File: src/rtl/apb_completer_pkg.sv
// Shared types and helpers for the APB completer.
//   state_t     - completer FSM encoding
//   RESP_OKAY   - pslverr value for a successful transfer
//   RESP_ERR    - pslverr value for a decode error
//   cnt_width() - width of the wait-state counter for a given wait count
package apb_completer_pkg;

    typedef enum logic [2:0] {
        StIdle,
        StWait,
        StMem,
        StCapt,
        StResp
    } state_t;

    localparam logic RESP_OKAY = 1'b0;
    localparam logic RESP_ERR  = 1'b1;

    // A zero-wait configuration still needs a 1-bit counter to keep the vector legal.
    function automatic int unsigned cnt_width(input int unsigned wait_cycles);
        return (wait_cycles == 0) ? 1 : $clog2(wait_cycles + 1);
    endfunction

endpackage

File: src/rtl/apb_cmpl_decode.sv
// Combinational window decoder for an APB completer.
//   addr   - incoming word address
//   hit    - addr lies in [BASE_ADDR, BASE_ADDR + MEM_WORDS)
//   offset - addr - BASE_ADDR, truncated to ADDR_WIDTH (meaningful only on hit)
module apb_cmpl_decode #(
    parameter int unsigned              ADDR_WIDTH = 32,
    parameter logic [ADDR_WIDTH-1:0]    BASE_ADDR  = '0,
    parameter int unsigned              MEM_WORDS  = 256
) (
    input  logic [ADDR_WIDTH-1:0] addr,
    output logic                  hit,
    output logic [ADDR_WIDTH-1:0] offset
);

    // One extra bit so a window reaching the top of the address space still compares correctly.
    localparam logic [ADDR_WIDTH:0] Limit = (ADDR_WIDTH + 1)'(MEM_WORDS);

    always_comb begin
        offset = addr - BASE_ADDR;
        // Comparing the offset avoids overflow in BASE_ADDR + MEM_WORDS.
        hit    = (addr >= BASE_ADDR) && ({1'b0, offset} < Limit);
    end

endmodule

File: src/rtl/apb_completer.sv
// APB completer terminating transfers onto a single-cycle synchronous memory port.
//   clk, rst_n                - clock and synchronous active-low reset
//   psel, penable, pwrite     - APB control
//   paddr, pwdata, pstrb      - APB word address, write data, byte strobes
//   prdata, pready, pslverr   - APB response (registered)
//   mem_wr, mem_rd, mem_be    - memory strobes and byte enables
//   mem_address, mem_data_in  - memory offset address and write data
//   mem_data_out              - memory read data, valid one cycle after mem_rd
module apb_completer
    import apb_completer_pkg::*;
#(
    parameter int unsigned           ADDR_WIDTH  = 32,
    parameter int unsigned           DATA_WIDTH  = 32,
    parameter int unsigned           STRB_SIZE   = DATA_WIDTH / 8,
    parameter logic [ADDR_WIDTH-1:0] BASE_ADDR   = '0,
    parameter int unsigned           MEM_WORDS   = 256,
    parameter int unsigned           WAIT_CYCLES = 0
) (
    input  logic                  clk,
    input  logic                  rst_n,
    input  logic                  psel,
    input  logic                  penable,
    input  logic                  pwrite,
    input  logic [ADDR_WIDTH-1:0] paddr,
    input  logic [DATA_WIDTH-1:0] pwdata,
    input  logic [STRB_SIZE-1:0]  pstrb,
    output logic [DATA_WIDTH-1:0] prdata,
    output logic                  pready,
    output logic                  pslverr,
    output logic                  mem_wr,
    output logic                  mem_rd,
    output logic [STRB_SIZE-1:0]  mem_be,
    output logic [ADDR_WIDTH-1:0] mem_address,
    output logic [DATA_WIDTH-1:0] mem_data_in,
    input  logic [DATA_WIDTH-1:0] mem_data_out
);

    localparam int unsigned CntW = cnt_width(WAIT_CYCLES);
    // The counter holds the number of WAIT cycles still to spend after the current one.
    localparam logic [CntW-1:0] CntLoad = (WAIT_CYCLES == 0) ? '0 : CntW'(WAIT_CYCLES - 1);

    state_t                state_q, state_d;
    logic [CntW-1:0]       cnt_q, cnt_d;
    logic                  write_q, write_d;
    logic                  err_q, err_d;
    logic [ADDR_WIDTH-1:0] offset_q, offset_d;
    logic [DATA_WIDTH-1:0] wdata_q, wdata_d;
    logic [STRB_SIZE-1:0]  strb_q, strb_d;
    logic [DATA_WIDTH-1:0] prdata_q, prdata_d;

    logic                  dec_hit;
    logic [ADDR_WIDTH-1:0] dec_offset;

    apb_cmpl_decode #(
        .ADDR_WIDTH (ADDR_WIDTH),
        .BASE_ADDR  (BASE_ADDR),
        .MEM_WORDS  (MEM_WORDS)
    ) u_decode (
        .addr   (paddr),
        .hit    (dec_hit),
        .offset (dec_offset)
    );

    always_comb begin
        state_d  = state_q;
        cnt_d    = cnt_q;
        write_d  = write_q;
        err_d    = err_q;
        offset_d = offset_q;
        wdata_d  = wdata_q;
        strb_d   = strb_q;
        prdata_d = prdata_q;

        unique case (state_q)
            StIdle: begin
                // penable without a preceding setup phase is ignored.
                if (psel && !penable) begin
                    write_d  = pwrite;
                    wdata_d  = pwdata;
                    strb_d   = pstrb;
                    offset_d = dec_offset;
                    prdata_d = '0;
                    if (!dec_hit) begin
                        err_d   = RESP_ERR;
                        state_d = StResp;
                    end else begin
                        err_d = RESP_OKAY;
                        if (WAIT_CYCLES == 0) begin
                            state_d = StMem;
                        end else begin
                            cnt_d   = CntLoad;
                            state_d = StWait;
                        end
                    end
                end
            end
            StWait: begin
                if (!psel) begin
                    state_d = StIdle;
                end else if (cnt_q == '0) begin
                    state_d = StMem;
                end else begin
                    cnt_d = cnt_q - CntW'(1);
                end
            end
            StMem: begin
                if (!psel) begin
                    state_d = StIdle;
                end else begin
                    state_d = write_q ? StResp : StCapt;
                end
            end
            StCapt: begin
                if (!psel) begin
                    state_d = StIdle;
                end else begin
                    prdata_d = mem_data_out;
                    state_d  = StResp;
                end
            end
            StResp: begin
                state_d = StIdle;
            end
            default: begin
                state_d = StIdle;
            end
        endcase
    end

    always_ff @(posedge clk) begin
        if (!rst_n) begin
            state_q  <= StIdle;
            cnt_q    <= '0;
            write_q  <= 1'b0;
            err_q    <= RESP_OKAY;
            offset_q <= '0;
            wdata_q  <= '0;
            strb_q   <= '0;
            prdata_q <= '0;
        end else begin
            state_q  <= state_d;
            cnt_q    <= cnt_d;
            write_q  <= write_d;
            err_q    <= err_d;
            offset_q <= offset_d;
            wdata_q  <= wdata_d;
            strb_q   <= strb_d;
            prdata_q <= prdata_d;
        end
    end

    // Outputs depend only on registered state and latched request fields.
    always_comb begin
        pready      = (state_q == StResp);
        pslverr     = (state_q == StResp) && (err_q == RESP_ERR);
        mem_wr      = (state_q == StMem) && write_q;
        mem_rd      = (state_q == StMem) && !write_q;
        mem_be      = '0;
        if (state_q == StMem) begin
            mem_be = write_q ? strb_q : '1;
        end
        mem_address = offset_q;
        mem_data_in = wdata_q;
        prdata      = prdata_q;
    end

endmodule
File: config.mk
export PLATFORM = sky130hd
export DESIGN_NAME = apb_completer
export DESIGN_NICKNAME = d
export VERILOG_FILES = /design/src/rtl/apb_completer_pkg.sv /design/src/rtl/apb_cmpl_decode.sv /design/src/rtl/apb_completer.sv
export SDC_FILE = /design/constraint.sdc
export NUM_CORES = 1
export LEC_CHECK = 0
export CORE_ASPECT_RATIO = 0.6
export CORE_MARGIN = 2
export CORE_UTILIZATION = 43
export DETAILED_ROUTE_END_ITERATION = 10
export GPL_TIMING_DRIVEN = 0
export HOLD_SLACK_MARGIN = 0.15
export PLACE_DENSITY = 0.85
export SLEW_MARGIN = 10
export SYNTH_ARGS = -nofsm -noshare
export SYNTH_HDL_FRONTEND = slang
export SYNTH_SLANG_ARGS = --single-unit
File: constraint.sdc
create_clock -name clk -period 2.03 [get_ports clk]
set_input_delay 0.3045 -clock clk [delete_from_list [all_inputs] [get_ports clk]]
set_output_delay 0.3045 -clock clk [all_outputs]
set_load 0.05 [all_outputs]
==> impl_metrics.json, run 1 <==
{
  "status": "finished, final reports clean",
  "drt_iter0_markers": 202,
  "synth_edf_count": 0,
  "fin_ws_ns": 0.0933,
  "grt_max_degree": 18,
  "hp-class": "primary input to register",
  "clkSlewWorstSetupHoldPaths_ns": 0.07,
  "io_buffers": 206,
  "cp.required_ns": 1.73,
  "die_x_um": 131,
  "grt_pass1_vias": 4108,
  "ios": 209,
  "post-place-ws_ns": -0.00490,
  "hold_buffers": 0,
  "slew_headroom_pct": 57.5,
  "synthArstFlopShare_pct": 0,
  "postRouteWirelength_um": 13000,
  "grt_use_total_pct": 24.9,
  "syn_area_um2": 4160,
  "grt_pass1_wl_um": 20200,
  "multi_input_area_um2": 1810,
  "cts.sinks": 105,
  "synth.top_cell.area_share_pct": 50.6,
  "dp_cells": 823,
  "die_y_um": 80.1,
  "vdd_drop_max_uv": 514,
  "syn_to_final_growth_pct": 61.2,
  "die_area_um2": 10500,
  "wl_per_cell_um": 15.5,
  "dpl.hpwl_um": 10300,
  "viasPerCell": 4.99,
  "p_leak_nw": 2.42,
  "grt_antenna_before_repair": 0,
  "fmax_ghz": 0.516,
  "ys_warn_count": 0,
  "drv_slew": 0,
  "arrival_ns": 1.63,
  "drcViolationCount": 0,
  "grt-ovfl-total": 0,
  "synthFlopType": "dfxtp_1",
  "yosys.cell_types.count": 27,
  "finClkSkew_ns": 0.00441,
  "ys_seq_elements": 105,
  "initial_core_util_pct": 44.7,
  "core_area_um2": 9290,
  "cts-root-buf": "clkbuf_16",
  "final_cells": 839,
  "crit_fanout": 7,
  "syn_inst": 487,
  "ant_nets": 0,
  "place.gp.congestion": 0.831,
  "yosysTopAreaCell": "dfxtp_1",
  "rows": 27,
  "setup_viol": 0,
  "regArea_um2": 2100,
  "synth_nets": 592,
  "drive_gt1_share_pct": 7.19,
  "synth.top_cells.by_area": "dfxtp_1, a21boi_1, nand2_1",
  "cp-end-kind": "output pin",
  "antenna_cells": 0,
  "num_vias": 4183,
  "nets": 809,
  "first_pass_iters": 5,
  "finalCriticalPeriod_ns": 1.94,
  "drv_cap": 0,
  "p_per_area_nw_per_um2": 701,
  "hold_viol": 0,
  "h-tree-depth": 3,
  "clk_latency_ns": 0.34,
  "post_cts_buffers": 0,
  "worst_pin_slew_ns": 0.632,
  "rsz0062_at_grt": "no",
  "cts-buffers-inserted": 9,
  "cts_tree": "yes",
  "yosysSeqAreaShare_pct": 50.6,
  "startpoint_type": "register",
  "path_class": "register to output pin",
  "cts_buffer_depth": 2,
  "fillers": 691,
  "avgSynthCellArea_um2": 8.53,
  "fin_crit_sh_pct": 95.4
}
==> cells in the final DEF (no fill, tap or decap), types with 2 or more instances in the layout <==
cell | netlist | layout
clkdlybuf4s50_1 | 0 | 198
nand2_1 | 173 | 173
dfxtp_1 | 105 | 103
a21boi_1 | 99 | 99
nand3_1 | 33 | 33
clkbuf_1 | 14 | 15
buf_6 | 11 | 11
buf_2 | 10 | 10
clkbuf_16 | 0 | 9
nor4_1 | 6 | 6
clkdlybuf4s15_2 | 0 | 6
inv_1 | 5 | 5
a21oi_1 | 5 | 5
nor2_1 | 3 | 3
o21ai_0 | 3 | 3
nor3_4 | 1 | 2
and3_1 | 2 | 2
and2_1 | 2 | 2
buf_4 | 2 | 2
a21boi_0 | 2 | 2
clkinvlp_4 | 0 | 2
dfxtp_2 | 0 | 2
==> flip-flops by register name (all words and copies together), names as in the netlist <==
register and cells:
err_q 1, strb_q 4, state_q 3, mem_data_in 32
prdata 32, write_q 1, mem_address 32
==> cells by family after synthesis <==
kind of cell / after synthesis / synth area share, %
and+or+nand+nor: 227 / 22.9
buffers and inverters: 42 / 6.26
DFF: 105 / 50.6
AOI/OAI and AO/OA: 113 / 20.2
==> cells in the mapped netlist (3+ instances only) <==
| cell type | instances |
|---|---|
| nor4_1 | 6 |
| a21oi_1 | 5 |
| a21boi_1 | 99 |
| clkbuf_1 | 14 |
| nand2_1 | 173 |
| nand3_1 | 33 |
| o21ai_0 | 3 |
| dfxtp_1 | 105 |
| buf_6 | 11 |
| nor2_1 | 3 |
| inv_1 | 5 |
| buf_2 | 10 |
==> critical path, cell delays in order, from the launching register on <==
cell	delay, ns
dfxtp_1	0.41
nor2_1	0.15
and3_1	0.19
dlygate4sd2_1	0.54
==> stage by stage <==
stage | instance area [µm²] | util [%] | TNS (ns) | total power [mW] | hold WS, ns
after floorplan | 4170 | - | 0 | 2.62 | 0.435
after global placement | 6400 | 68.9 | 0 | 3.00 | 0.436
after detailed placement | 6400 | 68.9 | -0.00490 | 3.02 | 0.442
after CTS | 6700 | 72.1 | 0 | 4.73 | 0.299
after global routing | 6700 | 72.1 | 0 | 4.87 | 0.302
final | 6700 | 72.1 | 0 | 4.70 | 0.307
==> cell type report <==
| type | count | area share (%) |
|---|---|---|
| clock buffers | 10 | 3.42 |
| repair buffers | 206 | 30.8 |
| multi-input cells | 340 | 27.0 |
| clock inverters | 6 | 1.01 |
| flip-flops and latches | 105 | 31.4 |
| well taps | 130 | 2.43 |
| inverters | 5 | 0.280 |
| plain buffers | 37 | 3.61 |
==> where the power goes <==
part	total, mW	switching (mW)	internal, mW	leakage, nW
clock	1.73	0.766	0.961	0.139
combinational	0.807	0.432	0.375	1.43
sequential	2.16	0.0382	2.13	0.855
total	4.70	1.24	3.46	2.42
==> timing repair <==
item                       in CTS  in global routing
cloned                          0                  0
setup endpoints to repair       8                  3
resized for setup              21                  4
==> worst paths after layout <==
| kind | to | slack (ns) | from | depth (start not counted) |
|---|---|---|---|---|
| worst max-delay path | mem_wr | 0.09 | state_q[0] | 3 |
| worst max register to register | err_q | 0.39 | state_q[0] | 5 |
| worst min register to register | mem_address[5] | 0.45 | mem_address[5] | 2 |
| worst min-delay path | prdata[2] | 0.31 | psel | 3 |
==> layer usage <==
layer  track usage [%]  vias up  wire, µm
li1                  -     2041         -
met1              31.0     1961      5810
met2              42.4      158      6120
met3              7.06       23       797
met4              7.02        0       306
met5                 0        -         0
No activity file was read; power rests on OpenSTA's default activity.
==> inputs of run 2 (changes only) <==
--- a/config.mk
+++ b/config.mk
@@ -6,7 +6,6 @@
 export NUM_CORES = 1
 export LEC_CHECK = 0
 export CORE_ASPECT_RATIO = 0.6
-export CORE_MARGIN = 2
 export CORE_UTILIZATION = 43
 export DETAILED_ROUTE_END_ITERATION = 10
 export GPL_TIMING_DRIVEN = 0
==> impl_metrics.json, run 2 (synthesis results as in run 1) <==
{
  "status": "finished, final reports clean",
  "p_leak_nw": 2.41,
  "h-tree-depth": 3,
  "worst_pin_slew_ns": 0.559,
  "postRouteWirelength_um": 12800,
  "power.internal_mw": 3.45,
  "slowest_stage": "dlygate4sd2_1",
  "fillers": 679,
  "clkSlewWorstSetupHoldPaths_ns": 0.07,
  "utilization_pct": 71.9,
  "reg2regPathDepth": 5,
  "wl_per_cell_um": 15.3,
  "io_buffers": 206,
  "dp_cells": 823,
  "drt_iter0_markers": 162,
  "worstReg2RegStart": "state_q[0]",
  "hold_buffers": 0,
  "post_cts_buffers": 0,
  "final_common_cell": "clkdlybuf4s50_1",
  "power_mw": 4.64,
  "cts.sinks": 105,
  "slew_headroom_pct": 62.4,
  "finalCriticalPeriod_ns": 1.97,
  "rows": 27,
  "hold_depth": 3,
  "hp-class": "primary input to register",
  "switchingPower_mw": 1.19,
  "nets": 809,
  "place.gp.congestion": 0.781,
  "first_pass_iters": 4,
  "regArea_um2": 2100,
  "grt_use_total_pct": 26.1,
  "ios": 209,
  "die_area_um2": 10100,
  "finClkSkew_ns": 0.00544,
  "num_vias": 4190,
  "multi_input_area_um2": 1810,
  "path_class": "register to output pin",
  "pwr-share-seq_pct": 46.6,
  "initial_core_util_pct": 44.7,
  "grt_pass1_wl_um": 20600,
  "arrival_ns": 1.66,
  "antenna_cells": 0,
  "drv_cap": 0,
  "drcViolationCount": 0,
  "syn_to_final_growth_pct": 60.9,
  "path_delay_family": "buffers and inverters",
  "grt_max_degree": 16,
  "drv_slew": 0,
  "cts-root-buf": "clkbuf_16",
  "clkPwrFrac_pct": 36.0,
  "fin_crit_sh_pct": 96.9,
  "grt-ovfl-total": 0,
  "final_cells": 838,
  "cp.required_ns": 1.73,
  "setup_viol": 0,
  "worst-r2r-setup-slack_ns": 0.38,
  "worstReg2RegEnd": "err_q",
  "fmax_ghz": 0.509,
  "startpoint_type": "register",
  "drive_gt1_share_pct": 6.50,
  "critical_path_buf_inv_count": 1,
  "hold_viol": 0,
  "crit_chain": "nor2_1 > and3_1 > dlygate4sd2_1",
  "rsz0062_at_grt": "no",
  "hold_end": "prdata[31]",
  "die_y_um": 78.1,
  "ant_nets": 0,
  "viasPerCell": 5.00,
  "grt_antenna_before_repair": 0,
  "cts_tree": "yes",
  "dpl.hpwl_um": 10100,
  "cp-end-kind": "output pin",
  "cts-buffers-inserted": 9,
  "p_sw_share_pct": 25.6,
  "vdd_drop_max_uv": 466,
  "crit_fanout": 7,
  "whs_ns": 0.309,
  "max_stage_delay_ns": 0.56,
  "die_x_um": 129,
  "clk_latency_ns": 0.33,
  "core_area_um2": 9290,
  "cts_buffer_depth": 2,
  "grt_pass1_vias": 4180,
  "worstHoldStart": "psel",
  "p_per_area_nw_per_um2": 694,
  "final_cell_mix": "clkdlybuf4s50_1, nand2_1, dfxtp_1",
  "p_comb_share_pct": 17.4
}
==> run 2: worst reg2reg max path, stage by stage (launching register included) <==
cell     delay (ns)
dfxtp_1        0.42
nor3_4         0.31
nand2_1        0.27
buf_2          0.28
nor3_1         0.21
nor2_1         0.06
==> run 2: how the worst max path moves through the flow <==
stage,start,end,slack (ns),depth (start not counted)
4_1_cts,state_q[1],mem_rd,0.05,2
2_1_floorplan,state_q[1],state_q[1],0.05,4
5_1_grt,state_q[2],pslverr,0.005,4
3_5_place_dp,state_q[1],mem_rd,-0.03,2
6_report,state_q[0],mem_wr,0.06,3
3_3_place_gp,state_q[1],mem_rd,0.03,2
==> run 2: cell type report <==
cell class	count	share of cell area, %
tap	130	2.43
clock buffer	12	3.54
timing repair buffer	206	30.9
buffer	37	3.61
sequential	105	31.5
inverter	5	0.281
clock inverter	3	0.636
multi-input combinational	340	27.1
==> run 2: metal layers <==
metal | vias to the layer above | GRT usage, % | share of wire (%)
li1 | 2043 | - | -
met1 | 1974 | 32.6 | 45
met2 | 156 | 43.5 | 46
met3 | 17 | 8.32 | 7.9
met4 | 0 | 7.06 | 1.5
met5 | - | 0 | 0
==> run 2: stage by stage <==
stage,instance area [µm²],TNS (ns),setup WS (ns)
6_report,6680,0,0.0636
4_1_cts,6680,0,0.0453
3_3_place_gp,6400,0,0.0270
3_5_place_dp,6400,-0.0451,-0.0341
5_1_grt,6680,0,0.00548
2_1_floorplan,4170,0,0.0526
==> run 2: timing repair <==
action	in CTS	in global routing
setup endpoints to repair	8	3
endpoints found under the hold margin	0	0
pin swaps	0	0
gates resized for setup	21	2
==> run 2: power by group through the flow <==
stage                     sequential (mW)  combinational (mW)  clock [mW]
after floorplan                      2.41               0.215           0
after global placement               2.20               0.793           0
final                                2.16               0.807        1.67
after CTS                            2.16               0.809        1.70
after detailed placement             2.21               0.806           0
after global routing                 2.17               0.858        1.79
==> RTL edit 1 (config.mk and constraints of run 1) <==
The 5 states of `state_t` get a one-hot encoding in 5 bits.
--- a/src/rtl/apb_completer_pkg.sv
+++ b/src/rtl/apb_completer_pkg.sv
@@ -5,12 +5,12 @@
 //   cnt_width() - width of the wait-state counter for a given wait count
 package apb_completer_pkg;
 
-    typedef enum logic [2:0] {
-        StIdle,
-        StWait,
-        StMem,
-        StCapt,
-        StResp
+    typedef enum logic [4:0] {
+        StIdle = 5'b00001,
+        StWait = 5'b00010,
+        StMem  = 5'b00100,
+        StCapt = 5'b01000,
+        StResp = 5'b10000
     } state_t;
 
     localparam logic RESP_OKAY = 1'b0;
Formal check against the unedited RTL: same outputs for any inputs over 10 cycles, from zero or initial values and one cycle with rst_n low; not proved beyond that.
==> RTL edit 1 against run 1 <==
  * Sequential cell count increased by 1
  * Die area is 1.5% lower
  * Area after synthesis down 1.6%
  * Count of clock-buffer cells in the layout rose by 1
  * Fmax fell by 1.2%
  * Combinational power is 2% lower
  * Total power decreased by 0.86%
  * Setup slack got worse by 0.023 ns
  * Final area decreased by 1.2%
  * Wire length is 5.2% lower
  * Critical endpoint is now mem_be[2]
  * Largest power group unchanged
==> RTL edit 1: results (changes against run 1) <==
The flow ran to the end, and the final reports show no timing, DRC or antenna violations. The via count of the first global-routing pass is 3,810 (was 4,108). Synth cell count leaders: nand2_1 (172), dfxtp_1 (106), a21boi_1 (87) (was nand2_1 (173), dfxtp_1 (105), a21boi_1 (99)). The cell area after placement was 6329 um2 (was 6397 um2); the number of buffers inserted by port buffering was 207 (was 206). The largest net degree at the start of global routing came out at 17 (was 18). The average size of a mapped cell was 8.431 um2 (was 8.532 um2).

The maximum net fanout on the critical path works out to 6 (was 7). The detailed router's first-iteration violation count is 223 (was 202), and the number of distinct standard cells referenced by the synthesized netlist is 29 (was 27). The tools report the sink of the worst hold path as mem_address[15] (was prdata[2]). Number of vias per cell: 4.937 (was 4.986). The beginning of the worst hold path is rst_n (was psel). The first-pass GRT wire length was 19.07 mm (was 20.17 mm); the fill cell total of the finished layout was 689 (was 691). The reg-to-reg critical path startpoint is state_q[4] (was state_q[0]). The tools report the capturing point of the worst reg2reg path as prdata[23] (was err_q).

The logs give 0.5190 (was 0.5059) for the sequential share of the synthesized area and 590 (was 592) for the post-synthesis net count. Post-layout minimum cycle time: 1.959 ns (was 1.937 ns). The tools report the global-route total usage across every layer as 0.2365 (was 0.2493).

The half-perimeter wire length after placement came out at 9.640 mm (was 10.28 mm). The run gives 0.007030 ns (was 0.004406 ns) as the clock skew after layout. The count of vias placed by the detailed router was 4,127 (was 4,183). The worst slew margin relative to its limit is 0.6196 (was 0.5750). The post-detailed-route wirelength per cell came out at 14.79 um (was 15.54 um).

The share of final-layout standard cells stronger than drive strength 1 came out at 0.05807 (was 0.07193). The global placement routability congestion came out at 0.8142 (was 0.8312). The data arrival at the endpoint of the critical path is 1.65 ns (was 1.63 ns), and the number of nets in the finished design is 807 (was 809). The reg-to-reg setup timing slack came out at 0.15 ns (was 0.39 ns). The number of stages on the worst hold path works out to 2 (was 3).

The static power due to leakage came out at 2.325 nW (was 2.419 nW). The tools report the setup slack after placement as -0.4854 ns (was -0.004901 ns). Iteration count of the initial detailed-routing pass: 5 (unchanged).
## RTL edit 1: through the flow
| step | util | TNS [ns] |
|---|---|---|
| 2_1_floorplan | - | -1.025 |
| 3_3_place_gp | 0.6862 | -7.571 |
| 3_5_place_dp | 0.6862 | -14.04 |
| 4_1_cts | 0.7160 | 0 |
| 5_1_grt | 0.7177 | 0 |
| 6_report | 0.7177 | 0 |
## RTL edit 1: area by class of cell
cell class	count	area (um2)	share of cell area
plain buffers	37	162.7	0.02457
well taps	130	162.7	0.02457
clock inverters	4	53.80	0.008129
clock buffers	11	232.7	0.03516
inverters	4	15.01	0.002268
flip-flops and latches	106	2123	0.3208
multi-input cells	337	1813	0.2739
repair buffers	207	2056	0.3106
## RTL edit 1: cell families after synthesis
family	share of synthesized area
flops	0.5190
compound gates	0.2010
buf+inv	0.04437
simple gates	0.2356
## RTL edit 1: worst max-delay path, stage by stage (launching register included)
cell and delay [ns]:
dfxtp_2 0.35, or4b_4 0.60, a21oi_1 0.15, buf_4 0.22
## RTL edit 1: per-layer routing
| metal | vias up | part of all wire | global-route usage |
|---|---|---|---|
| li1 | 2039 | - | - |
| met3 | 18 | 0.080 | 0.08244 |
| met5 | - | 0 | 0 |
| met2 | 146 | 0.44 | 0.3660 |
| met1 | 1924 | 0.47 | 0.3151 |
| met4 | 0 | 0.015 | 0.06344 |
## RTL edit 1: power breakdown
part	leakage, nW	total [mW]	switching (mW)	internal, mW
registers	0.862	2.18	0.0366	2.15
clock network	0.132	1.69	0.733	0.952
logic	1.33	0.789	0.429	0.360
total	2.33	4.66	1.20	3.46
## RTL edit 1: what timing repair did
item	CTS	global route
resized for setup	43	9
hold buffers	0	0
pin swaps	0	1
hold endpoints to repair	0	0
setup endpoints to repair	8	8
## RTL edit 1: worst max path at each step
| stage | cells past startpoint | to | startpoint |
|---|---|---|---|
| final | 3 | mem_be[2] | state_q[4] |
| after global routing | 3 | mem_be[3] | state_q[2] |
| after CTS | 3 | mem_be[0] | state_q[4] |
| after detailed placement | 4 | mem_be[1] | state_q[4] |
| after global placement | 4 | mem_be[3] | state_q[4] |
| after floorplan | 3 | mem_be[0] | state_q[4] |
==> RTL edit 2 (flow settings as in run 1) <==
Made on the original files. The parameter `WAIT_CYCLES` goes from 0 to 1.
--- a/src/rtl/apb_completer.sv
+++ b/src/rtl/apb_completer.sv
@@ -14,7 +14,7 @@
     parameter int unsigned           STRB_SIZE   = DATA_WIDTH / 8,
     parameter logic [ADDR_WIDTH-1:0] BASE_ADDR   = '0,
     parameter int unsigned           MEM_WORDS   = 256,
-    parameter int unsigned           WAIT_CYCLES = 0
+    parameter int unsigned           WAIT_CYCLES = 1
 ) (
     input  logic                  clk,
     input  logic                  rst_n,
Behaviour: not the same (a bounded check fails within 4 cycles, from zero or initial values and one cycle with rst_n low).
==> RTL edit 2 against run 1 <==
  * Register-to-register slack worse by 0.22 ns
  * Sequential cell count unchanged
  * Final area up 0.47%
  * Setup slack worse by 0.034 ns
  * Sequential power about the same
  * Wire length up 8.5%
  * Total power up 1.7%
  * Area after synthesis up 1.2%
==> RTL edit 2: results (changes against run 1) <==
For the largest net degree at the start of global routing, the log shows 17 (was 18). The clock distribution area overhead in the final layout was 0.04444 (was 0.04427). Largest cells by area after synthesis: dfxtp_1 (50%), a21oi_1 (9.0%), nand3_1 (8.2%), o21ai_0 (8.2%), mux2i_1 (7.6%) (was dfxtp_1 (51%), a21boi_1 (18%), nand2_1 (16%), nand3_1 (4.0%), buf_6 (3.0%)). The commonest register cell after synthesis was dfxtp_1 (unchanged). The area taken by flip-flops and latches was 2103 um2 (was 2105 um2); the cell area after placement was 6452 um2 (was 6397 um2). The clock tree buffer depth is 2 (unchanged). The tools report the setup slack after placement as -0.1683 ns (was -0.004901 ns). The run finished with clean final reports. The detailed router's first-iteration violation count is 339 (was 202), and the multi-input logic cell count is 340 (unchanged). The number of distinct standard cells referenced by the synthesized netlist is 30 (was 27). The worst slew margin relative to its limit was 0.6179 (was 0.5750); the total of clock buffers placed in the layout was 12 (was 10). The buffer share of cell area works out to 0.3382 (was 0.3441). Synth cell count leaders: dfxtp_1 (105), a21oi_1 (76), nand3_1 (69), o21ai_0 (69), nand2_1 (64) (was nand2_1 (173), dfxtp_1 (105), a21boi_1 (99)). Clock skew after layout: 0.004974 ns (was 0.004406 ns). The first-pass GRT wire length is 22.45 mm (was 20.17 mm). The proportion of synthesized area in mux cells is 0.07615 (was 0), and the total power divided by cell area is 709.7 nW/um2 (was 701.4 nW/um2). The logs give 0.2672 (was 0.2493) for the global-route total usage across every layer and 0.7217 (was 0.7209) for the share of the core filled with cells.

The share of final-layout standard cells stronger than drive strength 1 came out at 0.05517 (was 0.07193). The number of nets in the finished design is 825 (was 809). For the via count of the first global-routing pass, the log shows 4,465 (was 4,108). The data arrival at the endpoint of the critical path is 1.67 ns (was 1.63 ns), and the number of buffers inserted by port buffering is 207 (was 206). The global placement routability congestion was 0.8093 (was 0.8312); the synthesized instance count was 502 (was 487). The post-synthesis net count is 607 (was 592), and the post-detailed-route wirelength per cell is 16.55 um (was 15.54 um). The number of synthesized register bits came out at 105 (unchanged).

The non-clock buffer total of the final layout works out to 257 (was 243). The count of inverters not on the clock network in the layout was 7 (was 5); the fraction of area in multi-input gates was 0.2767 (was 0.2703). The logs give 10.63 mm (was 10.28 mm) for the half-perimeter wire length after placement and 718 (was 691) for the fill cell total of the finished layout. The maximum net fanout on the critical path is 8 (was 7), and the number of vias per cell is 5.347 (was 4.986). For the number of placed instances, taps included, the log shows 839 (was 823). The sequential share of the synthesized area was 0.4997 (was 0.5059); the starting density of the core was 0.4512 (was 0.4473).

The run gives 0 (unchanged) as the number of diodes added for antenna fixing. The static power due to leakage is 2.431 nW (was 2.419 nW). The area growth from synthesis to layout came out at 59.96% (was 61.19%).
==> RTL edit 2: cell count changes in the layout (fill, tap and decap cells not counted), moves of 26 or more <==
cell,run 1,this run
a21oi_1,5,76
o21ai_0,3,69
mux2i_1,0,32
nand3_1,33,69
nand2_1,173,64
clkbuf_1,15,41
a21boi_1,99,0
==> RTL edit 2: repair_timing <==
item	in CTS	in global routing
cloned	0	0
gates resized for setup	24	13
setup endpoints to repair	8	8
==> RTL edit 2: worst paths after layout <==
check,slack [ns],depth (start not counted),to,start
setup reg to reg,0.17,5,mem_address[11],state_q[2]
hold / removal,0.30,3,prdata[0],rst_n
setup / recovery,0.06,2,mem_rd,write_q
hold reg to reg,0.46,2,prdata[15],prdata[15]
==> RTL edit 2: cell families (layout without fill, tap and decap cells) <==
logic type	after synthesis	in the layout
and+or+nand+nor	158	158
AOI/OAI and AO/OA	150	150
muxes	32	32
buffers and inverters	57	280
DFF	105	105
==> RTL edit 2: worst max-delay path: stages, from the launching register on <==
cell             delay [ns]
dfxtp_1                0.38
nor4b_2                0.47
clkdlybuf4s15_2        0.46
==> RTL edit 2: power breakdown <==
group          total, mW  switching, mW  internal, mW
Combinational      0.856          0.492         0.364
Clock               1.76          0.766         0.991
Sequential          2.16         0.0365          2.13
==> RTL edit 2: per-layer routing <==
| metal | GRT usage | wire length [um] | vias to the layer above |
|---|---|---|---|
| met3 | 0.09785 | 1382 | 17 |
| met1 | 0.3225 | 5964 | 2151 |
| met2 | 0.4581 | 6644 | 215 |
| met4 | 0.06522 | 159 | 0 |
| li1 | - | - | 2189 |
| met5 | 0 | 0 | - |
